File: src/rtl/lfsr_scrambler.sv
// AXI-Stream LFSR scrambler/descrambler (additive or self-synchronising), WIDTH bits per beat in one cycle.
// Latency 1 cycle; single output register, input stalls only while the held output beat is not taken.
module lfsr_scrambler #(
  parameter int                  WIDTH          = 24,
  parameter int                  LFSR_LEN       = 7,
  parameter logic [LFSR_LEN-1:0] POLY           = 7'b1001000,
  parameter logic [LFSR_LEN-1:0] SEED           = 7'b1011101,
  parameter int                  MODE           = 0,
  parameter int                  RESEED_ON_LAST = 1
) (
  input  logic                aclk,
  input  logic                areset,
  input  logic [WIDTH-1:0]    s_axis_tdata,
  input  logic                s_axis_tvalid,
  output logic                s_axis_tready,
  input  logic                s_axis_tlast,
  output logic [WIDTH-1:0]    m_axis_tdata,
  output logic                m_axis_tvalid,
  input  logic                m_axis_tready,
  output logic                m_axis_tlast,
  input  logic [LFSR_LEN-1:0] s_seed_tdata,
  input  logic                s_seed_tvalid,
  output logic                s_seed_tready
);

  logic [LFSR_LEN-1:0] lfsr_state;
  logic [LFSR_LEN-1:0] seed_reg;
  logic [LFSR_LEN-1:0] walk;
  logic [LFSR_LEN-1:0] next_state;
  logic [WIDTH-1:0]    proc_dat;
  logic [WIDTH-1:0]    out_dat;
  logic                out_vld;
  logic                out_last;
  logic                fb;
  logic                din;
  logic                obit;
  logic                sin;
  logic                accept;

  // Unrolled bit-serial walk: MSB of the beat is the first bit on the wire.
  always_comb begin
    walk     = lfsr_state;
    proc_dat = '0;
    fb       = 1'b0;
    din      = 1'b0;
    obit     = 1'b0;
    sin      = 1'b0;
    for (int i = WIDTH - 1; i >= 0; i--) begin
      fb          = ^(POLY & walk);
      din         = s_axis_tdata[i];
      obit        = din ^ fb;
      proc_dat[i] = obit;
      if (MODE == 1) begin
        sin = obit;
      end else if (MODE == 2) begin
        sin = din;
      end else begin
        sin = fb;
      end
      walk = {walk[LFSR_LEN-2:0], sin};
    end
    next_state = walk;
  end

  assign s_axis_tready = !out_vld || m_axis_tready;
  assign accept        = s_axis_tvalid && s_axis_tready;
  assign s_seed_tready = 1'b1;

  always_ff @(posedge aclk) begin
    if (areset) begin
      lfsr_state <= SEED;
      seed_reg   <= SEED;
      out_dat    <= '0;
      out_vld    <= 1'b0;
      out_last   <= 1'b0;
    end else begin
      if (accept) begin
        out_dat  <= proc_dat;
        out_last <= s_axis_tlast;
        out_vld  <= 1'b1;
      end else if (m_axis_tready) begin
        out_vld  <= 1'b0;
      end

      // A seed load overrides both the per-beat advance and the end-of-packet reload.
      if (s_seed_tvalid) begin
        seed_reg   <= s_seed_tdata;
        lfsr_state <= s_seed_tdata;
      end else if (accept) begin
        if ((RESEED_ON_LAST != 0) && s_axis_tlast) begin
          lfsr_state <= seed_reg;
        end else begin
          lfsr_state <= next_state;
        end
      end
    end
  end

  assign m_axis_tdata  = out_dat;
  assign m_axis_tvalid = out_vld;
  assign m_axis_tlast  = out_last;

endmodule

File: config.mk
export PLATFORM = sky130hd
export DESIGN_NAME = lfsr_scrambler
export DESIGN_NICKNAME = d
export VERILOG_FILES = /design/src/rtl/lfsr_scrambler.sv
export SDC_FILE = /design/constraint.sdc
export NUM_CORES = 1
export LEC_CHECK = 0
export CORE_UTILIZATION = 50
export DETAILED_ROUTE_END_ITERATION = 6
export PLACE_DENSITY = 0.88
export SLEW_MARGIN = 30
export SYNTH_ARGS = -nofsm -noshare
export SYNTH_HDL_FRONTEND = slang
export SYNTH_SLANG_ARGS = --single-unit
File: constraint.sdc
create_clock -name aclk -period 4.36 [get_ports aclk]
set_input_delay 1.09 -clock aclk [delete_from_list [all_inputs] [get_ports aclk]]
set_output_delay 1.09 -clock aclk [all_outputs]
set_load 0.02 [all_outputs]
==> results.py, run 1 <==
metrics = {
    "clock_network": {
        "root_buffer": "clkbuf_8",
        "cts-buffers-inserted": 5,
        "clock_latency_ns": 0.29,
        "cts_sinks": 40,
        "cts_hold_buf": 0,
        "clk_pin_slew_ns": 0.07,
        "postCtsResizedCells": 0,
        "cts_tree": "done",
        "htreeDepth": 2,
        "max-clock-path-buffers": 2,
        "post_cts_buffers": 0,
    },
    "worst_setup_path": {
        "r2r-end": "m_axis_tdata[2]",
        "path_class": "input pin to output port",
        "critPathRequiredTime_ns": 3.27,
        "cp-startpoint": "m_axis_tready",
        "r2r_cells": 5,
        "cp-end-kind": "output port",
        "start_kind": "input pin",
        "cp-endpoint": "s_axis_tready",
        "r2r-start": "lfsr_state[6]",
        "cp.arrival_ns": 2.30,
        "ff2ff_setup_slack_ns": 2.23,
        "cp_max_fo": 4,
    },
    "grt": {
        "grt_use_total_pct": 22.4,
        "met3_usage_pct": 6.42,
        "grt_pass1_wl_mm": 7.38,
        "grt_max_degree": 24,
        "grt_pass1_vias": 1633,
        "met1_usage_pct": 26.2,
        "busiest_layer": "met2",
        "grt_util_met2_pct": 37.4,
        "grt_overflow": 0,
        "antenna_found_initial": 0,
    },
    "sta": {
        "fmax_mhz": 295,
        "setup_viol": 0,
        "fin_crit_ns": 3.39,
        "worst_pin_slew_ns": 0.801,
        "rsz0062_at_grt": "no",
        "drv_slew": 0,
        "clock-skew-final_ns": 0.00390,
        "setup_tns_ns": 0,
        "max-slew-margin-rel_pct": 46.4,
        "hold_viol": 0,
        "layout_setup_ws_ns": 0.970,
        "post-route-period-util_pct": 77.8,
    },
    "floorplan": {
        "core_area_um2": 4060,
        "die_w_um": 67.3,
        "ios": 65,
        "rows": 23,
        "fp.dieArea_um2": 4530,
        "dieHeight_um": 67.3,
        "start_util_pct": 52.6,
    },
    "logic_synthesis": {
        "ys.flop_type": "dfxtp_1",
        "synth-edff-count": 0,
        "synth_seq_cells": 40,
        "syn_avg_cell_area_um2": 8.78,
        "synth_nets": 280,
        "synth_area_um2": 2130,
        "synth_cell_types": 32,
        "synthCells": 243,
        "async_flop_share_pct": 0,
        "yosysWarnings": 0,
        "ys_seq_area_share_pct": 37.5,
    },
    "finish": {
        "largest_reg_flops": 24,
        "num_antenna_cells": 0,
        "synthToLayoutAreaGrowth_pct": 30.3,
        "stdcell_count": 346,
        "final_layout_size_suffix_gt1_share_pct": 5.07,
        "fillers": 317,
        "num-nets-final": 332,
    },
    "route": {
        "postRouteAntennaNets": 0,
        "avgViaCountPerCell": 5.07,
        "first_pass_iters": 4,
        "drc": 0,
        "vias": 1754,
        "drt_iter0_drc": 66,
        "wirelength_mm": 4.53,
        "post_drt_wl_per_cell_um": 13.1,
    },
    "status": {
        "outcome": "completed",
    },
    "placement": {
        "place_congestion": 0.743,
        "dp_cells": 338,
        "pre_cts_ws_ns": 0.969,
        "hpwl_mm": 3.35,
        "port-buffer-count": 63,
    },
    "power_and_ir_drop": {
        "p_leak_nw": 1.08,
        "vdd_drop_max_uv": 211,
        "pwr_density_cell_nw_per_um2": 395,
    },
    "worst_hold_path": {
        "hp-class": "flip-flop to flip-flop",
    },
    "flow_run": {
        "maxCapViolations": 0,
    },
}
[critical path, cell delays in order]
cell and delay [ns]:
clkdlybuf4s50_1 0.45, nand2b_1 0.15, clkdlybuf4s50_1 0.61
[metrics by stage]
step | instance area, µm² | hold slack (ns) | total power (W) | util (%)
2_1_floorplan | 2130 | 0.430 | 0.000732 | -
4_1_cts | 2780 | 0.454 | 0.00111 | 68.5
6_report | 2780 | 0.450 | 0.00110 | 68.5
5_1_grt | 2780 | 0.472 | 0.00116 | 68.5
3_3_place_gp | 2690 | 0.439 | 0.000846 | 66.3
3_5_place_dp | 2690 | 0.445 | 0.000855 | 66.3
[report_power, final]
part / leakage [nW] / switching, W / internal, W
clock: 0.0455 / 0.000120 / 0.000129
combinational: 0.708 / 0.000199 / 0.000211
sequential: 0.332 / 0.0000323 / 0.000407
[cells in the final DEF, fill, tap and decap left out, drive strengths merged, types with 2 or more instances in the layout]
cell type / netlist / routed
clkdlybuf4s50: 0 / 63
dfxtp: 40 / 40
xnor2: 39 / 39
nand2: 33 / 33
nor2: 21 / 21
a21oi: 20 / 20
xor2: 14 / 14
a211oi: 10 / 10
o21ai: 9 / 9
clkbuf: 15 / 8
inv: 6 / 6
nor3: 5 / 5
nor2b: 3 / 3
mux2i: 3 / 3
buf: 6 / 3
xnor3: 2 / 2
a211o: 2 / 2
a21o: 2 / 2
nand3: 2 / 2
o211ai: 2 / 2
[cells by family after synthesis]
family	after synthesis	synth area share (%)
AND/OR/NAND/NOR	69	14.0
XOR/XNOR	55	24.7
AO/OA/AOI/OAI	48	13.7
flip-flops	40	37.5
buffers and inverters	27	8.56
multiplexers	3	1.41
other	1	0.176
[per-layer routing]
layer | up-vias | share of wire, %
met5 | - | 0
met2 | 47 | 49
met4 | 0 | 2.5
met1 | 806 | 43
li1 | 889 | -
met3 | 12 | 5.2
[cell usage after synthesis, types with 2 or more instances]
master	number	area, µm²
a21oi_1	20	100
a21o_1	2	15.0
dfxtp_1	40	801
xnor2_1	37	324
clkbuf_8	5	68.8
a211oi_1	10	75.1
nand2_1	33	124
o211ai_1	2	15.0
mux2i_1	3	30.0
a211o_1	2	17.5
clkbuf_1	10	37.5
nor2_1	21	78.8
xor2_1	14	123
buf_6	3	33.8
xnor3_2	2	47.6
xnor2_2	2	32.5
nor3_1	5	25.0
inv_1	6	22.5
nor2b_1	3	18.8
o21ai_0	9	45.0
nand3_1	2	10.0
buf_4	2	15.0
[worst min-delay path by stage]
stage | from | endpoint | slack [ns] | cells after the start
floorplan | seed_reg[0] | seed_reg[0] | 0.43 | 2
global placement | m_axis_tdata[16] | m_axis_tdata[16] | 0.44 | 2
detailed placement | seed_reg[0] | seed_reg[0] | 0.45 | 2
CTS | m_axis_tdata[21] | m_axis_tdata[21] | 0.45 | 2
global route | m_axis_tdata[1] | m_axis_tdata[1] | 0.47 | 2
finish | m_axis_tdata[21] | m_axis_tdata[21] | 0.45 | 2
[final cells by class]
class                           count  area (µm²)  share of cell area, %
Clock buffer                        8        90.1                   3.24
Multi-Input combinational cell    176        1150                   41.4
Tap cell                           50        62.6                   2.25
Timing Repair Buffer               66         653                   23.5
Inverter                            6        22.5                  0.810
Sequential cell                    40         801                   28.8
No activity file was read; power rests on OpenSTA's default activity.
==> run 2, diff against run 1 <==
Settings changed: CORE_UTILIZATION 50 to 42, PLACE_DENSITY 0.88 to 0.79.
Clock period 4.36 ns to 3 ns, I/O delays scaled along.
==> results.py, run 2 (synthesis results as in run 1) <==
metrics = {
    "status": {
        "outcome": "completed",
    },
    "grt": {
        "grt_use_total_pct": 17.7,
        "grt_pass1_vias": 1587,
        "grt_pass1_wl_mm": 7.29,
        "grt_overflow": 0,
        "grt_max_degree": 40,
        "antenna_found_initial": 0,
    },
    "route": {
        "avgViaCountPerCell": 4.70,
        "wirelength_mm": 4.37,
        "drc": 0,
        "first_pass_iters": 4,
        "post_drt_wl_per_cell_um": 12.0,
        "postRouteAntennaNets": 0,
        "drt_iter0_drc": 61,
        "vias": 1710,
    },
    "power_and_ir_drop": {
        "pwr_density_cell_nw_per_um2": 588,
        "pwr-share-comb_pct": 35.6,
        "p_int_w": 0.00114,
        "vdd_drop_max_uv": 228,
        "pwr-share-clk_pct": 26.0,
        "p_leak_nw": 1.10,
        "p_sw_w": 0.000516,
        "power.total_w": 0.00166,
        "swShare_pct": 31.1,
        "power_frac_seq_pct": 38.4,
    },
    "finish": {
        "synthToLayoutAreaGrowth_pct": 32.4,
        "largest_reg_flops": 24,
        "num-nets-final": 333,
        "final_common_cell": "clkdlybuf4s50_1",
        "num_antenna_cells": 0,
        "fillers": 457,
        "most-common-layout-cells": "clkdlybuf4s50_1, dfxtp_1, xnor2_1, nand2_1, nor2_1",
        "multi_input_area_um2": 1150,
        "utilization_pct": 58.6,
        "final_layout_size_suffix_gt1_share_pct": 5.72,
        "seqCellArea_um2": 801,
    },
    "clock_network": {
        "postCtsResizedCells": 0,
        "clock_latency_ns": 0.29,
        "max-clock-path-buffers": 2,
        "post_cts_buffers": 0,
        "htreeDepth": 2,
        "root_buffer": "clkbuf_8",
        "cts-buffers-inserted": 5,
        "cts_sinks": 40,
        "cts_hold_buf": 0,
        "cts_tree": "done",
        "clk_pin_slew_ns": 0.07,
    },
    "sta": {
        "fmax_mhz": 368,
        "setup_viol": 0,
        "hold_ws_ns": 0.455,
        "hold_viol": 0,
        "clock-skew-final_ns": 0.00630,
        "fin_crit_ns": 2.71,
        "post-route-period-util_pct": 90.5,
        "setup_tns_ns": 0,
        "rsz0062_at_grt": "no",
        "worst_pin_slew_ns": 0.767,
        "drv_slew": 0,
        "layout_setup_ws_ns": 0.285,
        "max-slew-margin-rel_pct": 48.7,
    },
    "placement": {
        "place_congestion": 0.748,
        "pre_cts_ws_ns": 0.284,
        "port-buffer-count": 63,
        "hpwl_mm": 3.27,
    },
    "floorplan": {
        "start_util_pct": 44.3,
        "dieHeight_um": 73.3,
        "die_w_um": 73.3,
        "fp.dieArea_um2": 5370,
        "ios": 65,
        "rows": 25,
        "core_area_um2": 4820,
    },
    "worst_setup_path": {
        "path_class": "input pin to output port",
        "cp_max_fo": 4,
        "cp.arrival_ns": 1.96,
        "start_kind": "input pin",
        "cp-end-kind": "output port",
        "critPathRequiredTime_ns": 2.25,
    },
    "worst_hold_path": {
        "hp-class": "flip-flop to flip-flop",
    },
    "flow_run": {
        "maxCapViolations": 0,
    },
}
[run 2: critical path, cell delays in order]
cell and delay [ns]:
clkdlybuf4s50_1 0.45, nand2b_1 0.15, clkdlybuf4s50_1 0.62
[run 2: cell type report]
cell class / count / share of cell area, %
flip-flops and latches: 40 / 28.3
multi-input cells: 176 / 40.7
clock inverters: 2 / 1.24
well taps: 67 / 2.97
inverters: 6 / 0.797
repair buffers: 67 / 23.4
clock buffers: 6 / 2.57
[run 2: routing by layer]
layer  GRT usage [%]  up-vias  share of wire (%)
li1                -      891                  -
met1            23.3      763                 47
met2            29.5       54                 47
met3            4.53        2                5.5
met4            3.27        0               0.64
met5               0        -                  0
[run 2: through the flow]
step / instances / instance area [µm²]
finish: 364 / 2830
global route: 364 / 2830
CTS: 364 / 2830
detailed placement: 356 / 2720
global placement: 356 / 2720
floorplan: 243 / 2130
[run 2: path summary, 6_finish.rpt]
check              startpoint               end  slack [ns]  cells past startpoint
max             m_axis_tready     s_axis_tready        0.29                      3
min          m_axis_tdata[20]  m_axis_tdata[20]        0.45                      2
max reg2reg     lfsr_state[6]   m_axis_tdata[2]        0.90                      5
min reg2reg  m_axis_tdata[20]  m_axis_tdata[20]        0.45                      2
[run 2: power by group through the flow]
stage | clock network [W] | registers (W) | logic [W]
final | 0.000432 | 0.000637 | 0.000591
after global routing | 0.000462 | 0.000645 | 0.000645
after CTS | 0.000442 | 0.000638 | 0.000596
after detailed placement | 0 | 0.000651 | 0.000592
after global placement | 0 | 0.000649 | 0.000583
after floorplan | 0 | 0.000684 | 0.000379
